==> src/rtl/div_pkg.sv <==
// div_pkg: shared state encodings, counter sizing and result-packing offsets for the divider
package div_pkg;
  typedef enum logic [3:0] {
    DIV_IDLE = 4'b0001,
    DIV_CALC = 4'b0010,
    DIV_FIX  = 4'b0100,
    DIV_DONE = 4'b1000
  } div_state_e;
  localparam int R_LSB = 0;
  function automatic int div_cnt_w(input int w);
    return (w > 1) ? $clog2(w) : 1;
  endfunction
  function automatic int div_q_lsb(input int w);
    return w;
  endfunction
endpackage

==> src/rtl/axis_div_core_if.sv <==
// axis_div_core_if: dividend/divisor slave channels and dout master channel of the divider
interface axis_div_core_if #(parameter int WIDTH = 32);
  logic               s_axis_dividend_tvalid;
  logic               s_axis_dividend_tready;
  logic [WIDTH-1:0]   s_axis_dividend_tdata;
  logic               s_axis_divisor_tvalid;
  logic               s_axis_divisor_tready;
  logic [WIDTH-1:0]   s_axis_divisor_tdata;
  logic               m_axis_dout_tvalid;
  logic [2*WIDTH-1:0] m_axis_dout_tdata;
  modport master (
    output s_axis_dividend_tvalid, s_axis_dividend_tdata, s_axis_divisor_tvalid, s_axis_divisor_tdata,
    input  s_axis_dividend_tready, s_axis_divisor_tready, m_axis_dout_tvalid, m_axis_dout_tdata
  );
  modport slave (
    input  s_axis_dividend_tvalid, s_axis_dividend_tdata, s_axis_divisor_tvalid, s_axis_divisor_tdata,
    output s_axis_dividend_tready, s_axis_divisor_tready, m_axis_dout_tvalid, m_axis_dout_tdata
  );
endinterface

==> src/rtl/div_restore_step.sv <==
// div_restore_step: one restoring-division iteration (shift in next dividend bit, trial subtract)
module div_restore_step #(parameter int WIDTH = 32) (
  input  logic [WIDTH:0]   i_rem,
  input  logic             i_bit,
  input  logic [WIDTH-1:0] i_div,
  output logic [WIDTH:0]   o_rem,
  output logic             o_qbit
);
  logic [WIDTH+1:0] w_sh, w_sub;
  assign w_sh   = {i_rem, i_bit};
  assign w_sub  = w_sh - {2'b00, i_div};
  // no borrow out of the trial subtract means the divisor fits
  assign o_qbit = ~w_sub[WIDTH+1];
  assign o_rem  = o_qbit ? w_sub[WIDTH:0] : w_sh[WIDTH:0];
endmodule

==> src/rtl/axis_div_core.sv <==
// axis_div_core: iterative radix-2 restoring divider; DIV_EARLY_OUT_EN skips CALC for zero divisor or |dividend| < |divisor|
module axis_div_core
  import div_pkg::*;
#(
  parameter int WIDTH  = 32,
  parameter bit SIGNED = 1'b1
) (
  input logic            clk,
  input logic            resetn,
  axis_div_core_if.slave bus
);
  localparam int CW = div_cnt_w(WIDTH);
  localparam int QL = div_q_lsb(WIDTH);
  div_state_e         r_state, w_state_nxt;
  logic               r_tready, r_tvalid, w_tready_nxt, w_tvalid_nxt;
  logic [2*WIDTH-1:0] r_tdata;
  logic [WIDTH:0]     r_rem, w_rem_nxt;
  logic [WIDTH-1:0]   r_quo, r_div, w_a_abs, w_b_abs, w_q_fix, w_r_fix;
  logic [CW-1:0]      r_cnt;
  logic               r_qneg, r_rneg, r_dz;
  logic               w_acc, w_a_neg, w_b_neg, w_b_zero, w_early, w_qbit;
  assign w_acc    = bus.s_axis_dividend_tvalid && bus.s_axis_divisor_tvalid && r_tready;
  assign w_a_neg  = SIGNED && bus.s_axis_dividend_tdata[WIDTH-1];
  assign w_b_neg  = SIGNED && bus.s_axis_divisor_tdata[WIDTH-1];
  assign w_a_abs  = w_a_neg ? -bus.s_axis_dividend_tdata : bus.s_axis_dividend_tdata;
  assign w_b_abs  = w_b_neg ? -bus.s_axis_divisor_tdata : bus.s_axis_divisor_tdata;
  assign w_b_zero = bus.s_axis_divisor_tdata == '0;
`ifdef DIV_EARLY_OUT_EN
  assign w_early  = w_b_zero || (w_a_abs < w_b_abs);
`else
  assign w_early  = 1'b0;
`endif
  // the dividend shifts out of r_quo MSB-first while quotient bits shift in at the bottom
  div_restore_step #(.WIDTH(WIDTH)) u_step (
    .i_rem (r_rem),
    .i_bit (r_quo[WIDTH-1]),
    .i_div (r_div),
    .o_rem (w_rem_nxt),
    .o_qbit(w_qbit)
  );
  // zero divisor leaves the magnitude in r_rem, so only the quotient needs forcing
  assign w_q_fix = r_dz ? '1 : (r_qneg ? -r_quo : r_quo);
  assign w_r_fix = r_rneg ? -r_rem[WIDTH-1:0] : r_rem[WIDTH-1:0];
  // state register
  always_ff @(posedge clk or negedge resetn)
    if (!resetn) r_state <= DIV_IDLE;
    else         r_state <= w_state_nxt;
  // next-state: IDLE -> CALC (or FIX on early out) -> FIX -> DONE -> IDLE
  always_comb begin
    w_state_nxt = (r_state == DIV_IDLE) ? (w_acc ? (w_early ? DIV_FIX : DIV_CALC) : DIV_IDLE) :
                  (r_state == DIV_CALC) ? ((r_cnt == '0) ? DIV_FIX : DIV_CALC) :
                  (r_state == DIV_FIX)  ? DIV_DONE : DIV_IDLE;
  end
  // outputs: tready only while idle and not accepting, tvalid pulses out of DONE
  always_comb begin
    w_tready_nxt = (r_state == DIV_IDLE) && !w_acc;
    w_tvalid_nxt = r_state == DIV_DONE;
  end
  // registered handshake and result outputs
  always_ff @(posedge clk or negedge resetn)
    if (!resetn) begin
      r_tready <= 1'b0;
      r_tvalid <= 1'b0;
      r_tdata  <= '0;
    end else begin
      r_tready <= w_tready_nxt;
      r_tvalid <= w_tvalid_nxt;
      if (r_state == DIV_FIX) begin
        r_tdata[QL +: WIDTH]    <= w_q_fix;
        r_tdata[R_LSB +: WIDTH] <= w_r_fix;
      end
    end
  // operand latch on accept, one restoring iteration per CALC cycle
  always_ff @(posedge clk or negedge resetn)
    if (!resetn) begin
      r_rem  <= '0;
      r_quo  <= '0;
      r_div  <= '0;
      r_cnt  <= '0;
      r_qneg <= 1'b0;
      r_rneg <= 1'b0;
      r_dz   <= 1'b0;
    end else if (w_acc) begin
      r_rem  <= w_early ? {1'b0, w_a_abs} : '0;
      r_quo  <= w_early ? '0 : w_a_abs;
      r_div  <= w_b_abs;
      r_cnt  <= CW'(WIDTH - 1);
      r_qneg <= w_a_neg ^ w_b_neg;
      r_rneg <= w_a_neg;
      r_dz   <= w_b_zero;
    end else if (r_state == DIV_CALC) begin
      r_rem  <= w_rem_nxt;
      r_quo  <= {r_quo[WIDTH-2:0], w_qbit};
      r_cnt  <= r_cnt - 1'b1;
    end
  assign bus.s_axis_dividend_tready = r_tready;
  assign bus.s_axis_divisor_tready  = r_tready;
  assign bus.m_axis_dout_tvalid     = r_tvalid;
  assign bus.m_axis_dout_tdata      = r_tdata;
endmodule

==> src/flat_wrapper.sv <==
// flat-port wrapper written by rule: the top's interface ports become plain ports
module axis_div_core_flat import div_pkg::*;
#(
  parameter int WIDTH  = 32,
  parameter bit SIGNED = 1'b1
)
  (clk, resetn, bus_s_axis_dividend_tvalid, bus_s_axis_dividend_tdata, bus_s_axis_divisor_tvalid, bus_s_axis_divisor_tdata, bus_s_axis_dividend_tready, bus_s_axis_divisor_tready, bus_m_axis_dout_tvalid, bus_m_axis_dout_tdata);
  axis_div_core_if #(.WIDTH(WIDTH)) bus_i ();
  input logic clk;
  input logic resetn;
  input wire logic [$bits(bus_i.s_axis_dividend_tvalid)-1:0] bus_s_axis_dividend_tvalid;
  input wire logic [$bits(bus_i.s_axis_dividend_tdata)-1:0] bus_s_axis_dividend_tdata;
  input wire logic [$bits(bus_i.s_axis_divisor_tvalid)-1:0] bus_s_axis_divisor_tvalid;
  input wire logic [$bits(bus_i.s_axis_divisor_tdata)-1:0] bus_s_axis_divisor_tdata;
  output wire logic [$bits(bus_i.s_axis_dividend_tready)-1:0] bus_s_axis_dividend_tready;
  output wire logic [$bits(bus_i.s_axis_divisor_tready)-1:0] bus_s_axis_divisor_tready;
  output wire logic [$bits(bus_i.m_axis_dout_tvalid)-1:0] bus_m_axis_dout_tvalid;
  output wire logic [$bits(bus_i.m_axis_dout_tdata)-1:0] bus_m_axis_dout_tdata;
  assign bus_i.s_axis_dividend_tvalid = bus_s_axis_dividend_tvalid;
  assign bus_i.s_axis_dividend_tdata = bus_s_axis_dividend_tdata;
  assign bus_i.s_axis_divisor_tvalid = bus_s_axis_divisor_tvalid;
  assign bus_i.s_axis_divisor_tdata = bus_s_axis_divisor_tdata;
  assign bus_s_axis_dividend_tready = bus_i.s_axis_dividend_tready;
  assign bus_s_axis_divisor_tready = bus_i.s_axis_divisor_tready;
  assign bus_m_axis_dout_tvalid = bus_i.m_axis_dout_tvalid;
  assign bus_m_axis_dout_tdata = bus_i.m_axis_dout_tdata;
  axis_div_core #(.WIDTH(WIDTH), .SIGNED(SIGNED)) u_core (.clk(clk), .resetn(resetn), .bus(bus_i));
endmodule
==> config.mk <==
export PLATFORM = sky130hd
export DESIGN_NAME = axis_div_core_flat
export DESIGN_NICKNAME = d
export VERILOG_FILES = /design/src/rtl/div_pkg.sv /design/src/rtl/axis_div_core_if.sv /design/src/rtl/div_restore_step.sv /design/src/rtl/axis_div_core.sv /design/src/flat_wrapper.sv
export SDC_FILE = /design/constraint.sdc
export NUM_CORES = 1
export LEC_CHECK = 0
export BUFFER_PORTS_ARGS = -buffer_cell sky130_fd_sc_hd__buf_2
export CORE_ASPECT_RATIO = 0.5
export CORE_MARGIN = 3
export CORE_UTILIZATION = 30
export CTS_BUF_LIST = sky130_fd_sc_hd__clkbuf_4 sky130_fd_sc_hd__clkbuf_8 sky130_fd_sc_hd__clkbuf_16
export DETAILED_ROUTE_END_ITERATION = 8
export PLACE_DENSITY = 0.47
export SLEW_MARGIN = 10
export SYNTH_ARGS = -nofsm -noshare
export SYNTH_HDL_FRONTEND = slang
export SYNTH_SLANG_ARGS = --single-unit
==> constraint.sdc <==
create_clock -name clk -period 9 [get_ports clk]
set_clock_uncertainty 0.2 [all_clocks]
set_input_delay 0.9 -clock clk [delete_from_list [all_inputs] [get_ports clk]]
set_output_delay 0.9 -clock clk [all_outputs]
set_load 0.01 [all_outputs]
==> results of run 1 <==
## worst min-delay path: stages, from the launching register on
cell and delay (ps):
dfrtp_1 340, nand2_1 50, o21ai_0 60
## power breakdown
group	leakage, nW	switching (W)	internal [W]	total [W]
clock	0.269	0.000330	0.000391	0.000721
combinational	3.69	0.00127	0.000919	0.00219
sequential	2.26	0.000306	0.000992	0.00130
## worst max path at each step
stage / to / depth (start not counted) / slack [ps] / start
after CTS: u_core.r_rem[30] / 12 / 5370 / u_core.r_quo[31]
final: u_core.r_rem[30] / 12 / 5330 / u_core.r_quo[31]
after detailed placement: u_core.r_quo[29] / 9 / 5210 / bus_s_axis_dividend_tdata[8]
after global routing: u_core.r_rem[7] / 10 / 5110 / u_core.r_rem[22]
after global placement: u_core.r_div[26] / 9 / 5260 / bus_s_axis_divisor_tdata[4]
after floorplan: u_core.r_div[25] / 7 / 5580 / bus_s_axis_divisor_tdata[4]
## per-layer routing
| layer | vias up | part of all wire, % |
|---|---|---|
| met5 | - | 0 |
| met4 | 0 | 1.6 |
| met3 | 27 | 3.7 |
| met2 | 176 | 47 |
| met1 | 4937 | 48 |
| li1 | 5004 | - |
## cell families (layout without fill, tap and decap cells)
kind of cell / Yosys count / in the layout / synth area share [%]
and+or+nand+nor: 441 / 441 / 18.2
AOI/OAI and AO/OA: 400 / 400 / 21.6
DFF: 175 / 175 / 38.0
xor gates and xnor gates: 148 / 148 / 11.2
buffers and inverters: 132 / 230 / 4.38
adders and majority gates: 38 / 38 / 4.19
muxes: 27 / 27 / 2.36
other: 0 / 3 / 0
## cell type report
class                   count  area, um2
inverters                  55        206
well taps                 520        651
clock inverters            10       91.3
fillers                  3947      24400
flip-flops and latches    175       4380
diodes                      3       7.51
clock buffers              20        454
multi-input cells        1054       6660
repair buffers            145        759
## synth_stat cells, drive strengths merged (13+ instances only)
| cell | instances | share of area, % |
|---|---|---|
| nor2 | 127 | 4.2 |
| o21ai | 104 | 4.5 |
| nand2 | 165 | 5.4 |
| dfrtp | 174 | 38 |
| xor2 | 99 | 7.5 |
| a21oi | 124 | 5.4 |
| ha | 37 | 4.0 |
| a21o | 17 | 1.1 |
| mux2i | 26 | 2.3 |
| clkbuf | 67 | 2.2 |
| inv | 55 | 1.8 |
| xnor2 | 49 | 3.7 |
| o41ai | 18 | 1.5 |
| o31ai | 41 | 2.7 |
| nand3 | 22 | 1.0 |
| nand2b | 14 | 0.76 |
| or4 | 20 | 1.4 |
| nor3 | 15 | 0.65 |
| and3 | 13 | 0.71 |
| a31oi | 28 | 1.5 |
| or3 | 14 | 0.83 |
## flip-flops by register name (all words and copies together) (netlist names)
register and count:
u_core.r_qneg 1, u_core.r_rem 33, u_core.r_quo 32, u_core.bus.s_axis_dividend_tready 1
u_core.r_dz 1, u_core.r_rneg 1, u_core.bus.m_axis_dout_tvalid 1, u_core.r_cnt 5
u_core.r_state 4, u_core.r_div 32, u_core.bus.m_axis_dout_tdata 64
## through the flow
step / power, W / util [%] / setup slack [ps] / instance area, um2 / instances
6_report: 0.00421 / 35.1 / 5330 / 13200 / 1982
5_1_grt: 0.00456 / 35.1 / 5110 / 13200 / 1981
4_1_cts: 0.00423 / 35.1 / 5370 / 13200 / 1979
3_5_place_dp: 0.00349 / 33.6 / 5210 / 12700 / 1949
3_3_place_gp: 0.00346 / 33.6 / 5260 / 12700 / 1949
2_1_floorplan: 0.00292 / - / 5580 / 11500 / 1361
==> results.md, run 1 <==
* Status: finished clean
* Number of nets in the layout at 1554
* Worst Reg-to-Reg Cells at 12
* Worst Hold Depth at 2
* Mapped Avg Cell Area at between 8 and 9 um2
* Slew Viols, Final at 0
* Post-CTS sizing at 0
* PwrDens at between 300 and 400 nW/um2
* Mean routed wirelength per cell at 17.1 um
* Synth warn at 0
* Met1 Use GR at about 22%
* Post-route DRC at 0
* H-tree depth at 4
* Final setup fails at 0
* Final Hold Violating Endpoints at 0
* R2R Setup Slk at roughly 5300 ps
* Grt peak-use layer: met2
* Clk_lat worst skew at approximately 440 ps
* IO Pins at 135
* Initial Utilization at 30.6%
* Post-synthesis cell area at approximately 12000 um2
* Slew @ Worst Pin at about 1100 ps
* Max transition margin at 28.3%
* Routability Congestion at between 0.8 and 0.9
* Post-CTS setup buffers at 0
* Final period util at about two fifths
* GR Layer Usage met2 at a little over a quarter
* GRT met3 Usage at 3.09%
* Arrival time worst endpoint at 3850 ps
* # hold bufs at CTS at 0
* Setup_tns at 0 ps
* CTS tree: yes
* Most used DFF post-synth: dfrtp_1
* Grt ovf at 0
* GRT Total Usage at between 10% and 20%
* Total die area at between 40000 and 50000 um2
* R2r startpoint: u_core.r_quo[31]
* Core footprint at between 30000 and 40000 um2
* HP Start: u_core.r_div[8]
* Detailed Route WL at roughly 34000 um
* Share of the yosys chip area belonging to registers at approximately two fifths
* Mapped Cells at ~1400
* # port buffers at approximately 130
* Hold Crit Class: flop to flop
* Die height at 145 um
* Number of flops mapped to enable cells by yosys at 0
* Worst-path cell chain: inv_1, ha_1, inv_1, fa_1, a21oi_1, o211ai_1, nor4b_1, o41a_1, o21ai_0, or3b_2, a31o_2, nand2_1
* Total CTS buffers at 17
* DR iter-0 viols at 716
* Vias at approximately 10000
* Clock root buffer: clkbuf_16
* Clock buffer depth at 2
* Buf+Inv Stages, Crit Path at 2
* Initial antenna violation count at 2
* Synth Net Count at roughly 1500
* Synth unique cells at 75
* Largest net degree at the start of global routing at 110
* Worst Path Required at 9180 ps
* Row cnt at 50
* Async SR Flop Fraction at 100%
* Die Wd at ~280 um
* Slowest CP cell: nor4b_1
* CTS Sinks at about 180
* Largest fanout on the critical path at 3
* Largest delay share family, worst path: compound AO/OA/AOI/OAI gates
* Worst setup EP type: flop
* Most Frequent Cell on Critical Path: inv_1
* Critical Setup Path Class: flop to flop
* Peak VDD IR at around 0.00017 V
* Hold EP: u_core.r_div[8]
* Share of layout cells above drive strength 1 at between 10% and 20%
* Max incr delay on CP at around 650 ps
* Routed Antenna Nets at 0
* CTS clk-pin slew, worst paths at 70 ps
* Post-route minimum period at approximately 3700 ps
* Most frequent cells in the layout: dfrtp_1, nand2_1, buf_2, nor2_1, a21oi_1
* Startpoint types: flop
* RSZ-0062 raised after global routing: false
* First-pass GRT wire length at ~54000 um
* Router iterations before antenna repair at 5
* Vias in the first global route at just under 10000
* Max Clk Rate at approximately 270 MHz
* Synth Register Bits at 175
* Max-cap check violation count at 0
* DP HPWL at around 25000 um
* Commonest non-fill, non-tap cell in the layout: dfrtp_1
* Vias per Instance at around 5
* Hold_ws at 280 ps
* Leakage Power at approximately 6.2 nW
* Reg2reg end: u_core.r_rem[30]
* Area growth, synth to finish at 14.7%
(Power assumes the default switching activity.)
==> inputs of run 2 (changes only) <==
clock period = 3.6 ns   (was 9 ns; I/O delays follow)
==> run 2 against run 1 <==
Against the previous run:
- non-clock buffer count grew 39
- maximum frequency grew 7.4%
- register-to-register slack lost 5100 ps
- first-iteration DRC count grew 15%
- worst setup slack lost 5100 ps
- hold slack lost 250 ps
- total power grew to 2.6 times the previous value
- largest power group unchanged
==> results.md, run 2 (synthesis gave the netlist of run 1 again) <==
* GRT Total Usage at 16.8% (was 16.4%)
* Hold_ws at 25.8 ps (was 280 ps)
* Post-route DRC at 0 (unchanged)
* H-tree depth at 4 (unchanged)
* R2r startpoint: u_core.r_quo[31] (unchanged)
* Total die area at 40900 um2 (unchanged)
* Detailed Route WL at 34300 um (was 33900 um)
* R2R Setup Slk at 180 ps (was 5330 ps)
* Router iterations before antenna repair at 5 (unchanged)
* Critical Path Start: u_core.r_quo[31] (unchanged)
* Clock root buffer: clkbuf_16 (unchanged)
* Startpoint types: flop (unchanged)
* Initial Utilization at 30.6% (unchanged)
* PwrDens at 808 nW/um2 (was 318 nW/um2)
* Final period util at 94.9% (was 40.8%)
* Sw power at 0.00489 W (was 0.00190 W)
* Worst setup path endpoint: u_core.r_rem[24] (was u_core.r_rem[30])
* Initial antenna violation count at 2 (unchanged)
* Final core occ at 36.2% (was 35.1%)
* Total CTS buffers at 17 (unchanged)
* Vias at 10170 (was 10144)
* Share of layout cells above drive strength 1 at 16.3% (was 13.8%)
* Sequential group share of total power at 28.0% (was 30.9%)
* Post-CTS setup buffers at 0 (unchanged)
* Reg2reg end: u_core.r_rem[24] (was u_core.r_rem[30])
* Worst setup EP type: flop (unchanged)
* Clock buffer depth at 2 (unchanged)
* Area growth, synth to finish at 18.2% (was 14.7%)
* CTS clk-pin slew, worst paths at 70 ps (about the same)
* Max transition margin at 38.9% (was 28.3%)
* Mean routed wirelength per cell at 17.0 um (was 17.1 um)
* RSZ-0062 raised after global routing: true (was false)
* Worst Path Required at 3770 ps (was 9180 ps)
* DP HPWL at 25800 um (was 25100 um)
* Largest fanout on the critical path at 4 (was 3)
* Largest net degree at the start of global routing at 106 (was 110)
* # port buffers at 134 (unchanged)
* Most frequent cells in the layout: dfrtp_1, nand2_1, buf_2, nor2_1, a21oi_1 (unchanged)
* Number of nets in the layout at 1593 (was 1554)
* Commonest non-fill, non-tap cell in the layout: dfrtp_1 (unchanged)
* Die Wd at 283 um (unchanged)
* Max-cap check violation count at 0 (unchanged)
* Vias per Instance at 5.03 (was 5.12)
* Routability Congestion at 0.883 (was 0.831)
* Die height at 145 um (unchanged)
* Final Hold Violating Endpoints at 0 (unchanged)
* Total power at 0.0110 W (was 0.00421 W)
* Post-route minimum period at 3420 ps (was 3670 ps)
* Vias in the first global route at 9863 (was 9660)
* Final setup fails at 0 (unchanged)
* Critical Setup Path Class: flop to flop (unchanged)
* Arrival time worst endpoint at 3590 ps (was 3850 ps)
* Worst Reg-to-Reg Cells at 12 (unchanged)
* First-pass GRT wire length at 54800 um (was 53600 um)
* Max reg flops at 64 (unchanged)
* Slew Viols, Final at 0 (unchanged)
* P_int at 0.00612 W (was 0.00230 W)
* DR iter-0 viols at 825 (was 716)
* Net Sw Frac at 44.5% (was 45.3%)
* Row cnt at 50 (unchanged)
* Max Clk Rate at 293 MHz (was 273 MHz)
* CTS Sinks at 175 (unchanged)
* Grt ovf at 0 (unchanged)
* Filler cells at 3968 (was 3947)
* Setup_tns at 0 ps (unchanged)
* Status: finished clean (unchanged)
* CTS tree: yes (unchanged)
* Clk_lat worst skew at 450 ps (was 440 ps)
* HP Start: bus_s_axis_divisor_tdata[30] (was u_core.r_div[8])
* Comb power frac at 54.7% (was 52.0%)
* Routed Antenna Nets at 0 (unchanged)
* Hold Crit Class: input port to flop (was flop to flop)
* Peak VDD IR at 0.000372 V (was 0.000173 V)
* Slew @ Worst Pin at 916 ps (was 1080 ps)
* Clock share of power at 17.4% (was 17.1%)
* IO Pins at 135 (unchanged)
* Core footprint at 37700 um2 (unchanged)
* Leakage Power at 6.46 nW (was 6.23 nW)
==> run 2: cell types whose count changed in the layout (fill, tap and decap cells not counted), moves of 2 or more <==
cell | previous run | this run
buf_4 | 11 | 44
buf_12 | 0 | 4
clkinv_2 | 4 | 2
dlygate4sd3_1 | 0 | 2
==> run 2: worst min-delay path by stage <==
stage	slack, ps	depth (start not counted)	to
final	30	4	u_core.r_dz
after CTS	4	3	u_core.r_div[27]
after global placement	250	1	u_core.r_state[2]
after floorplan	-140	0	u_core.bus.m_axis_dout_tdata[0]
after detailed placement	270	1	u_core.bus.m_axis_dout_tdata[42]
after global routing	30	3	u_core.r_div[27]
==> run 2: per-stage QoR <==
| stage | setup slack [ps] | cells | instance area (um2) |
|---|---|---|---|
| detailed placement | 158 | 1986 | 13000 |
| floorplan | 486 | 1361 | 11500 |
| global route | -18.7 | 2021 | 13600 |
| global placement | 223 | 1986 | 13000 |
| CTS | 92.7 | 2019 | 13600 |
| finish | 184 | 2021 | 13600 |
==> run 2: worst max-delay path: stages (launching register included) <==
cell and delay (ps):
dfrtp_1 390, inv_1 110, ha_1 190, inv_1 60, fa_1 400, a21oi_1 180
o211ai_1 180, a31oi_2 300, o211ai_1 150, a221o_1 380, a21o_1 220, a2111o_1 420
a21oi_1 140
==> run 2: cell type report <==
| cell class | instances | area [um2] | area share (%) |
|---|---|---|---|
| multi-input cells | 1054 | 6690 | 49.1 |
| flip-flops and latches | 175 | 4380 | 32.2 |
| repair buffers | 184 | 1110 | 8.13 |
| well taps | 520 | 651 | 4.78 |
| clock buffers | 22 | 475 | 3.49 |
| inverters | 55 | 206 | 1.52 |
| clock inverters | 9 | 110 | 0.808 |
| diodes | 2 | 5.00 | 0.0367 |
==> run 2: per-layer routing <==
metal / global-route usage [%] / wire, um
met1: 23.6 / 17300
met2: 26.7 / 15300
met3: 3.13 / 1090
met4: 4.70 / 597
met5: 0 / 0
==> run 2: power groups by stage <==
stage	Combinational, W	Clock [W]	Sequential, W
final	0.00602	0.00191	0.00308
after global placement	0.00593	0	0.00309
after global routing	0.00675	0.00204	0.00317
after floorplan	0.00431	0	0.00297
after CTS	0.00600	0.00196	0.00307
after detailed placement	0.00595	0	0.00311
==> run 2: timing repair <==
action	in CTS	in global routing
hold buffers	2	0
resized for setup	0	4
setup endpoints to repair	0	12
hold endpoints to repair	76	0
